## src/rtl/monster_game_ctrl.sv

```systemverilog
// monster_game_ctrl: game-rule sequencer for the monster-jump LED game.
// Owns the play state (idle/run/over), divides the tick enable into game
// steps, and produces the monster height, the scrolling barrier bitmap and
// the score for the display logic to render.
//
// Ports:
//   clk        system clock
//   rst        asynchronous active-high reset
//   up         one-clk jump/start pulse (debounced)
//   tick       one-clk step enable from the barrier clock divider
//   state      2'd0 idle, 2'd1 run, 2'd2 game over
//   monster_h  monster height above ground (0..3), monster sits in column 1
//   barrier    ground-row barrier bitmap, bit i is column i
//   score      barriers passed, saturating at 255
module monster_game_ctrl #(
    parameter int unsigned SPEED0 = 4,
    parameter logic [7:0]  SEED   = 8'hA5
) (
    input  logic       clk,
    input  logic       rst,
    input  logic       up,
    input  logic       tick,
    output logic [1:0] state,
    output logic [1:0] monster_h,
    output logic [7:0] barrier,
    output logic [7:0] score
);

    localparam int unsigned PW = 4;  // period / tick-counter width
    localparam int unsigned JW = 3;  // jump phase width

    typedef enum logic [1:0] {
        ST_IDLE = 2'd0,
        ST_RUN  = 2'd1,
        ST_OVER = 2'd2
    } state_e;

    state_e          state_q, state_d;
    logic [1:0]      monster_h_q, monster_h_d;
    logic [7:0]      barrier_q, barrier_d;
    logic [7:0]      score_q, score_d;
    logic [7:0]      lfsr_q, lfsr_d;
    logic [PW-1:0]   period_q, period_d;
    logic [PW-1:0]   pc_q, pc_d;
    logic [JW-1:0]   jphase_q, jphase_d;
    logic            jreq_q, jreq_d;

    logic            step_c;
    logic            spawn_c;
    logic [7:0]      bar_nxt_c;

    // Jump height profile: up three rows, hang one step, come back down.
    function automatic logic [1:0] jump_height(input logic [JW-1:0] ph);
        logic [1:0] h;
        case (ph)
            3'd1, 3'd6: h = 2'd1;
            3'd2, 3'd5: h = 2'd2;
            3'd3, 3'd4: h = 2'd3;
            default:    h = 2'd0;
        endcase
        return h;
    endfunction

    // State register
    always_ff @(posedge clk or posedge rst) begin
        if (rst) begin
            state_q     <= ST_IDLE;
            monster_h_q <= 2'd0;
            barrier_q   <= 8'd0;
            score_q     <= 8'd0;
            lfsr_q      <= SEED;
            period_q    <= PW'(SPEED0);
            pc_q        <= '0;
            jphase_q    <= '0;
            jreq_q      <= 1'b0;
        end else begin
            state_q     <= state_d;
            monster_h_q <= monster_h_d;
            barrier_q   <= barrier_d;
            score_q     <= score_d;
            lfsr_q      <= lfsr_d;
            period_q    <= period_d;
            pc_q        <= pc_d;
            jphase_q    <= jphase_d;
            jreq_q      <= jreq_d;
        end
    end

    // Next-state: play state, step scheduler and per-step game rules
    always_comb begin
        state_d     = state_q;
        monster_h_d = monster_h_q;
        barrier_d   = barrier_q;
        score_d     = score_q;
        period_d    = period_q;
        pc_d        = pc_q;
        jphase_d    = jphase_q;
        jreq_d      = jreq_q;
        step_c      = 1'b0;

        // Fibonacci LFSR, taps 8,6,5,4; free-running in every state
        lfsr_d = {lfsr_q[6:0], lfsr_q[7] ^ lfsr_q[5] ^ lfsr_q[4] ^ lfsr_q[3]};

        // Spawning only into an empty top three columns keeps a 3-column gap
        spawn_c   = (lfsr_q[2:0] == 3'd0) && (barrier_q[7:5] == 3'd0);
        bar_nxt_c = {spawn_c, barrier_q[7:1]};

        unique case (state_q)
            ST_RUN: begin
                if (tick && (pc_q == '0)) begin
                    step_c = 1'b1;
                end else if (tick) begin
                    pc_d = pc_q - PW'(1);
                end

                if (step_c) begin
                    pc_d = period_q - PW'(1);
                    if ((jphase_q == '0) && (jreq_q || up)) begin
                        jphase_d = JW'(1);
                        jreq_d   = 1'b0;
                    end else if (jphase_q != '0) begin
                        jphase_d = (jphase_q == JW'(6)) ? '0 : jphase_q + JW'(1);
                    end
                    monster_h_d = jump_height(jphase_d);
                    barrier_d   = bar_nxt_c;

                    // Score the barrier leaving column 0; speed up every 16 passes
                    if (barrier_q[0] && (score_q != 8'hFF)) begin
                        score_d = score_q + 8'd1;
                        if ((score_d[3:0] == 4'd0) && (period_q > PW'(1))) begin
                            period_d = period_q - PW'(1);
                        end
                    end

                    // Step results still commit on the colliding step
                    if (bar_nxt_c[1] && (monster_h_d == 2'd0)) begin
                        state_d = ST_OVER;
                    end
                end else if (up && (jphase_q == '0) && (monster_h_q == 2'd0)) begin
                    jreq_d = 1'b1;
                end
            end
            default: begin
                // Idle and game-over hold everything until a start press
                if (up) begin
                    state_d     = ST_RUN;
                    monster_h_d = 2'd0;
                    barrier_d   = 8'd0;
                    score_d     = 8'd0;
                    period_d    = PW'(SPEED0);
                    pc_d        = '0;
                    jphase_d    = '0;
                    jreq_d      = 1'b0;
                end
            end
        endcase
    end

    assign state     = state_q;
    assign monster_h = monster_h_q;
    assign barrier   = barrier_q;
    assign score     = score_q;

endmodule

```

## config.mk

```make
export PLATFORM = sky130hd
export DESIGN_NAME = monster_game_ctrl
export DESIGN_NICKNAME = d
export VERILOG_FILES = /design/src/rtl/monster_game_ctrl.sv
export SDC_FILE = /design/constraint.sdc
export NUM_CORES = 1
export LEC_CHECK = 0
export ABC_AREA = 1
export CAP_MARGIN = 20
export CORE_ASPECT_RATIO = 0.7
export CORE_MARGIN = 2
export CORE_UTILIZATION = 55
export CTS_CLUSTER_DIAMETER = 60
export DETAILED_ROUTE_END_ITERATION = 6
export HOLD_SLACK_MARGIN = 0.12
export PLACE_DENSITY = 0.85
export SYNTH_ARGS = -nofsm -noshare
export SYNTH_HDL_FRONTEND = slang
export SYNTH_SLANG_ARGS = --single-unit
```

## constraint.sdc

```tcl
create_clock -name clk -period 1.79 [get_ports clk]
set_input_delay 0.2685 -clock clk [delete_from_list [all_inputs] [get_ports clk]]
set_output_delay 0.2685 -clock clk [all_outputs]
set_load 0.005 [all_outputs]
```

==> out/metrics.cfg, run 1 <==
[power_and_ir_drop]
peakVddDrop_mv=0.831
p_per_area_nw_per_um2=1430
p_leak_nw=1.25

[routing]
vias=1759
drtIter0Drc=165
wl_per_cell_um=13.0
drcViolationCount=0
ant_nets=0
routed_via_density=5.25
detail_route.first_pass.iterations=4
wirelength_mm=4.35

[worst_setup_path]
critPathMaxFanout=9
crit_chain=clkdlybuf4s50_1
cp_top_family=buffers and inverters
start_kind=flip-flop
critical_path_required_ps=1520
worst-endpoint-arrival_ps=1370
crit_type=flip-flop to primary output
cpPeakStageDelay_ps=560
worst-path-buf-inv=1
crit_slowest_cell=clkdlybuf4s50_1
endpoint_kind=primary output

[sta]
drv_slew=0
maxSlewHeadroom_pct=77.5
hold_viol_final=0
setup_viol=0
tightestPinTransition_ps=336
rsz0062_at_grt=no
max_freq_ghz=0.609
fin_skew_ps=6.43
tns_ps=0
fin_crit_sh_pct=91.7
fin_crit_ps=1640

[logic_synthesis]
syn_nets=263
ys_ff_latch=40
synth_edf_count=0
synth_area_per_cell_um2=8.24
async_flop_share_pct=100
synthDistinctLibCells=28
yosysWarnings=0
syn_area_um2=2090
ys_seq_area_share_pct=48.1
postSynthCellCount=254
synth_flop_cell=dfrtp_1

[global_routing]
antenna_found_initial=0
grt_overflow=0
grt_max_degree=41
grtUsageTotal_pct=22.1
first_global_vias=1703
grt_pass1_wl_mm=7.56

[clock_network]
clock_path_buffers=2
cts_max_level=2
cts_made_buffers=5
clk_pin_slew_ps=70
root_buffer=clkbuf_8
clock-sinks=40
clk_latency_ps=290
cts_hold_buf=0
cts_tree=built

[floorplan]
rows=18
die_h_um=55.6
start_util_pct=58.5
core-area_um2=3580
dieArea_um2=4320
die_w_um=77.7
ios=24

[finish]
antenna_cells=0
drive_gt1_share_pct=10.9
fin_nets=293
area.sequential_um2=1010
fillers=282
multi_input_area_um2=902
area_delta_synth_final_pct=19.0
fin_cells=335

[flow_run]
cap_viol_max_count=0

[placed_design]
dpl.cell_count=327
gp_congestion=0.892
hpwl_mm=3.14
port_buffers=23

[hold_path]
min_path_type=primary input to asynchronous set/reset pin

[outcome]
status=completed

## path summary, 6_finish.rpt
kind / from / end / slack, ps / depth (start not counted)
min reg2reg: lfsr_q[6] / lfsr_q[7] / 360 / 0
max in group asynchronous: rst / period_q[2] / 1190 / 3
min: rst / state[1] / 340 / 3
max: score[4] / score[4] / 150 / 1
min in group clk: lfsr_q[6] / lfsr_q[7] / 360 / 0
max reg2reg: pc_q[1] / barrier[7] / 180 / 9
## routing by layer
metal	up-vias	routed length, um	track usage, %	part of all wire (%)
met5	-	0	0	0
met4	0	57	7.65	1.3
met3	8	221	5.36	5.1
met2	50	1940	33.0	45
met1	830	2130	31.7	49
li1	871	-	-	-
## cell type report
class | count | share of cell area, %
Clock buffer | 8 | 3.62
Tap cell | 50 | 2.51
Timing Repair Buffer | 28 | 11.3
Inverter | 39 | 5.98
Sequential cell | 40 | 40.4
Multi-Input combinational cell | 170 | 36.2
## cell usage after synthesis (3+ instances only)
master	instances	share of area (%)
a21oi_1	3	0.72
buf_6	3	1.6
dfrtp_1	35	42
dfstp_2	5	6.3
ha_1	5	3.0
inv_1	37	6.6
nand2_1	67	12
nand2_2	4	1.2
nand3_1	21	5.0
nand4_1	6	1.8
nor2_1	20	3.6
o21ai_0	13	3.1
o22ai_1	12	3.6
xnor2_1	4	1.7
## repair_timing
item | 4_1_cts | 5_1_grt
hold endpoints to repair | 0 | 0
buffers inserted | 0 | 0
gates resized for setup | 0 | 3
setup endpoints to repair | 0 | 12
## report_power, final
group,switching (W),internal [W],total [W]
Combinational,0.000892,0.000676,0.00157
Clock,0.000296,0.000314,0.000611
Sequential,0.000224,0.00117,0.00139
## kinds of logic after synthesis
group / after synthesis / synth area share (%)
simple gates: 129 / 29.0
compound gates: 30 / 8.01
xor+xnor: 6 / 2.51
fa+ha+maj: 5 / 2.99
flops: 40 / 48.1
buf+inv: 44 / 9.32
## flip-flops by register name, indices dropped and copies added (netlist names)
name,count
lfsr_q,8
state,2
monster_h,2
barrier,8
score,8
period_q,4
jreq_q,1
pc_q,4
jphase_q,3
## metrics by stage
| step | area (um^2) | power [W] | utilization (%) | hold WS [ps] | setup WS [ps] |
|---|---|---|---|---|---|
| 2_1_floorplan | 2090 | 0.00241 | - | 333 | 346 |
| 3_3_place_gp | 2390 | 0.00290 | 66.7 | 337 | 112 |
| 3_5_place_dp | 2390 | 0.00295 | 66.7 | 355 | 34.1 |
| 4_1_cts | 2480 | 0.00357 | 69.3 | 350 | 105 |
| 5_1_grt | 2490 | 0.00386 | 69.6 | 371 | 0.289 |
| 6_report | 2490 | 0.00357 | 69.6 | 340 | 149 |
## cell usage in the layout (no fill, tap or decap), types with 6 or more instances in the layout
| cell | Yosys | final |
|---|---|---|
| clkbuf_8 | 0 | 6 |
| clkdlybuf4s50_1 | 0 | 23 |
| dfrtp_1 | 35 | 35 |
| inv_1 | 37 | 36 |
| nand2_1 | 67 | 66 |
| nand3_1 | 21 | 21 |
| nand4_1 | 6 | 6 |
| nor2_1 | 20 | 20 |
| o21ai_0 | 13 | 13 |
| o22ai_1 | 12 | 12 |
(Power assumes the default switching activity.)
==> run 2: changes to the inputs <==
--- a/config.mk
+++ b/config.mk
@@ -11,6 +11,7 @@
 export CORE_MARGIN = 2
 export CORE_UTILIZATION = 55
 export CTS_CLUSTER_DIAMETER = 60
+export CTS_CLUSTER_SIZE = 14
 export DETAILED_ROUTE_END_ITERATION = 6
 export HOLD_SLACK_MARGIN = 0.12
 export PLACE_DENSITY = 0.85
==> results of run 2 <==
Same layout as run 1: the final DEF is identical, and so are final timing and power.
==> run 3: changes to the inputs <==
--- a/config.mk
+++ b/config.mk
@@ -8,7 +8,7 @@
 export ABC_AREA = 1
 export CAP_MARGIN = 20
 export CORE_ASPECT_RATIO = 0.7
-export CORE_MARGIN = 2
+export CORE_MARGIN = 10
 export CORE_UTILIZATION = 55
 export CTS_CLUSTER_DIAMETER = 60
 export CTS_CLUSTER_SIZE = 14
==> run 3 against run 2 <==
Against the previous run:
- cell count is the same
- sequential power barely moved
- cell area is 1.3% higher
- core utilization rose by 0.43 points
- highest routed layer unchanged
- via count shrank 2.6%
- critical path depth is the same
- non-clock buffer count did not move
- largest power group unchanged
- clock-buffer cell count decreased by 2
- routed wire length decreased by 0.94%
- hold slack lost 20 ps
==> out/metrics.cfg, run 3 (same netlist as run 1, synthesis figures left out) <==
[routing]
routed_via_density=5.11  ; -2.6%
detail_route.first_pass.iterations=4  ; unchanged
ant_nets=0  ; unchanged
vias=1713  ; -2.6%
drtIter0Drc=165  ; unchanged
wirelength_mm=4.31  ; -0.94%
wl_per_cell_um=12.9  ; -0.94%
drcViolationCount=0  ; unchanged

[worst_setup_path]
cpPeakStageDelay_ps=570  ; about the same
crit_type=flip-flop to primary output
worst-path-buf-inv=1  ; unchanged
crit_chain=clkdlybuf4s50_1
cp_top_family=buffers and inverters
worst-endpoint-arrival_ps=1380  ; about the same
critPathMaxFanout=9  ; unchanged
start_kind=flip-flop
crit_slowest_cell=clkdlybuf4s50_1
critical_path_required_ps=1520  ; about the same
endpoint_kind=primary output

[floorplan]
die_w_um=93.7  ; +21%
core-area_um2=3600  ; +0.63%
dieArea_um2=6710  ; +55%
start_util_pct=58.1  ; -0.37 points
die_h_um=71.6  ; +29%
ios=24  ; unchanged
rows=18  ; unchanged

[clock_network]
clock_path_buffers=2  ; unchanged
cts_max_level=2  ; unchanged
cts_made_buffers=5  ; unchanged
clk_pin_slew_ps=80  ; about the same
clk_latency_ps=300  ; about the same
cts_tree=built
post_cts_buffers=0  ; unchanged
root_buffer=clkbuf_8
clock-sinks=40  ; unchanged

[placed_design]
port_buffers=23  ; unchanged
dpl.cell_count=327  ; unchanged
dpl_cell_area_um2=2390  ; unchanged
hpwl_mm=3.16  ; +0.70%
gp_congestion=0.904  ; +1.3%

[power_and_ir_drop]
comb_power_share_pct=41.0  ; -2.9 points
internal-power_w=0.00240  ; +11%
pwr-share-clk_pct=22.6  ; +5.5 points
switching_share_pct=37.3  ; -2.2 points
seqPwrFrac_pct=36.4  ; -2.6 points
p_per_area_nw_per_um2=1520  ; +5.9%
peakVddDrop_mv=1.09  ; +31%
p_leak_nw=1.26  ; +1.4%
power_switching_w=0.00143  ; +1.2%

[sta]
drv_slew=0  ; unchanged
max_freq_ghz=0.608  ; -0.28%
fin_skew_ps=11.1  ; +4.63 ps
rsz0062_at_grt=no
fin_crit_sh_pct=91.9  ; +0.26 points
setup_viol=0  ; unchanged
hold_viol_final=0  ; unchanged
fin_crit_ps=1650  ; +4.64 ps
tns_ps=0  ; unchanged
tightestPinTransition_ps=278  ; -58.1 ps
maxSlewHeadroom_pct=81.4  ; +3.9 points

[global_routing]
antenna_found_initial=0  ; unchanged
grtUsageTotal_pct=14.2  ; -7.9 points
first_global_vias=1591  ; -6.6%
grt_overflow=0  ; unchanged
grt_max_degree=41  ; unchanged
grt_pass1_wl_mm=7.67  ; +1.4%

[finish]
final_cell_mix=67 x nand2_1, 36 x inv_1, 35 x dfrtp_1
fin_area_um2=2520  ; +1.3%
fillers=299  ; +6.0%
antenna_cells=0  ; unchanged
area_delta_synth_final_pct=20.5
drive_gt1_share_pct=10.9  ; unchanged
fin_nets=293  ; unchanged
final_common_cell=nand2_1
fin_cells=335  ; unchanged

[outcome]
status=completed

[flow_run]
cap_viol_max_count=0  ; unchanged

[hold_path]
min_path_type=primary input to asynchronous set/reset pin

## run 3: per-stage QoR
stage	utilization, %	hold slack [ps]	setup slack [ps]	total power, W
finish	70.0	320	144	0.00383
floorplan	-	333	346	0.00241
global route	70.0	341	19.3	0.00415
global placement	66.3	337	121	0.00291
CTS	70.0	338	128	0.00384
detailed placement	66.3	340	92.8	0.00296
## run 3: power by group through the flow
stage	combinational, W	sequential [W]	clock, W
after global routing	0.00180	0.00143	0.000925
after detailed placement	0.00156	0.00140	0
after floorplan	0.00104	0.00137	0
final	0.00157	0.00139	0.000866
after global placement	0.00152	0.00139	0
after CTS	0.00158	0.00139	0.000879
## run 3: layout make-up
type | count | area (um^2) | area share (%)
Clock inverter | 2 | 60.1 | 2.38
Clock buffer | 6 | 72.6 | 2.88
Multi-Input combinational cell | 170 | 891 | 35.3
Timing Repair Buffer | 28 | 280 | 11.1
Inverter | 39 | 149 | 5.90
Tap cell | 50 | 62.6 | 2.48
Sequential cell | 40 | 1010 | 39.9
## run 3: path summary, 6_finish.rpt
check | startpoint | endpoint | slack (ps) | cells after the start
max | score[4] | score[4] | 140 | 1
min | rst | barrier[1] | 320 | 3
max reg2reg | pc_q[1] | period_q[3] | 160 | 11
min reg2reg | lfsr_q[6] | lfsr_q[7] | 360 | 0
max in group asynchronous | rst | period_q[2] | 1210 | 3
min in group clk | lfsr_q[6] | lfsr_q[7] | 360 | 0
## run 3: per-layer routing
layer	up-vias	share of wire, %	GRT usage [%]
met2	52	43	19.2
met4	0	1.6	6.89
met1	790	48	19.5
met5	-	0	0
met3	6	7.6	5.20
li1	865	-	-
## run 3: timing repair
action | CTS | global route
hold endpoints to repair | 0 | 0
gates resized for setup | 0 | 1
hold buffers | 0 | 0
setup endpoints to repair | 0 | 1
==> variant: new RTL, config.mk and constraints of run 3 <==
Add an input register stage for `up` and `tick`, with the module's reset; this delays them by one clock.
--- a/src/rtl/monster_game_ctrl.sv
+++ b/src/rtl/monster_game_ctrl.sv
@@ -34,6 +34,19 @@
         ST_RUN  = 2'd1,
         ST_OVER = 2'd2
     } state_e;
+
+    logic up_q;
+    logic tick_q;
+
+    always_ff @(posedge clk or posedge rst) begin
+        if (rst) begin
+            up_q   <= '0;
+            tick_q <= '0;
+        end else begin
+            up_q   <= up;
+            tick_q <= tick;
+        end
+    end
 
     state_e          state_q, state_d;
     logic [1:0]      monster_h_q, monster_h_d;
@@ -107,15 +120,15 @@
 
         unique case (state_q)
             ST_RUN: begin
-                if (tick && (pc_q == '0)) begin
+                if (tick_q && (pc_q == '0)) begin
                     step_c = 1'b1;
-                end else if (tick) begin
+                end else if (tick_q) begin
                     pc_d = pc_q - PW'(1);
                 end
 
                 if (step_c) begin
                     pc_d = period_q - PW'(1);
-                    if ((jphase_q == '0) && (jreq_q || up)) begin
+                    if ((jphase_q == '0) && (jreq_q || up_q)) begin
                         jphase_d = JW'(1);
                         jreq_d   = 1'b0;
                     end else if (jphase_q != '0) begin
@@ -136,13 +149,13 @@
                     if (bar_nxt_c[1] && (monster_h_d == 2'd0)) begin
                         state_d = ST_OVER;
                     end
-                end else if (up && (jphase_q == '0) && (monster_h_q == 2'd0)) begin
+                end else if (up_q && (jphase_q == '0) && (monster_h_q == 2'd0)) begin
                     jreq_d = 1'b1;
                 end
             end
             default: begin
                 // Idle and game-over hold everything until a start press
-                if (up) begin
+                if (up_q) begin
                     state_d     = ST_RUN;
                     monster_h_d = 2'd0;
                     barrier_d   = 8'd0;
Formal check against the unedited RTL: not equivalent (Yosys sat finds a counterexample within 4 cycles, from zero or initial values and one cycle with rst high).
==> variant against run 3 <==
Final area is 0.69% higher; sequential cell count up 2; total power fell by 17%; cell count shrank 2.1%; setup slack better by 18 ps; wire length rose by 4.5%; synthesized area increased by 4.0%; highest routed layer unchanged; count of clock-buffer cells in the layout rose by 1; combinational power fell by 27%; via count is 0.99% higher.
==> variant: results (changes against run 3) <==
Power and ir drop
  – Flop pwr share: 41.2% (was 36.4%)
  – Static leakage: 1.23 nW (was 1.26 nW)
  – Pwr Density: 1250 nW/µm² (was 1520 nW/µm²)
  – Max IR drop VDD: 0.000890 V (was 0.00109 V)

Synth
  – Post-Synth XOR/XNOR Area: 2.41% (was 2.51%)
  – Syn_nets: 256 (was 263)
  – Mapped Cells: 247 (was 254)
  – Cell variety after synth: 29 (was 28)

Global routing
  – Gr usage total: 14.0% (was 14.2%)
  – Largest net degree at the start of global routing: 32 (was 41)
  – First-pass GRT wire length: 7690 µm (was 7670 µm)

Layout
  – Multi-input gate area: 922 µm² (was 891 µm²)
  – # clk buffers: 7 (was 6)
  – Inverters: 37 (was 39)
  – Synth-to-Final Area Change: 16.7% (was 20.5%)
  – Signal buffers share of area: 9.66% (was 11.1%)
  – Filler instances: 316 (was 299)
  – Comb_multi_in: 164 (was 170)
  – Final clock-cell share: 4.19% (was 5.26%)

Setup path
  – CP max stage cell: dfrtp_1 (was clkdlybuf4s50_1)
  – Top delay family on crit path: simple AND/OR/NAND/NOR gates (was buffers and inverters)
  – CP Data Arrival Time: 1810 ps (was 1380 ps)

Floorplan
  – Core ar.: 3870 µm² (was 3600 µm²)

Placed design
  – DP Cell Count: 320 (was 327)
  – DP HPWL: 3340 µm (was 3160 µm)
  – RePlAce Congestion: 0.919 (was 0.904)

Timing
  – Worst-margin pin slew: 374 ps (was 278 ps)

Drt
  – WL final: 4500 µm (was 4310 µm)

Status
  – Status: completed (unchanged)
## variant: metal layers
metal / up-vias / routed length, µm / share of wire, % / track usage, %
met1: 812 / 2180 / 48 / 19.4
li1: 859 / - / - / -
met5: - / 0 / 0 / 0
met4: 0 / 53 / 1.2 / 4.64
met2: 52 / 1940 / 43 / 19.4
met3: 7 / 331 / 7.3 / 5.34
## variant: final timing paths
| kind | start | end | slack [ps] | cells past startpoint |
|---|---|---|---|---|
| setup / recovery | period_q[0] | period_q[0] | 160 | 10 |
| hold / removal | rst | period_q[1] | 280 | 3 |
| setup reg to reg | period_q[0] | period_q[0] | 160 | 10 |
| hold reg to reg | lfsr_q[6] | lfsr_q[7] | 360 | 0 |
| max in group asynchronous | rst | lfsr_q[2] | 1100 | 3 |
| min in group clk | lfsr_q[6] | lfsr_q[7] | 360 | 0 |
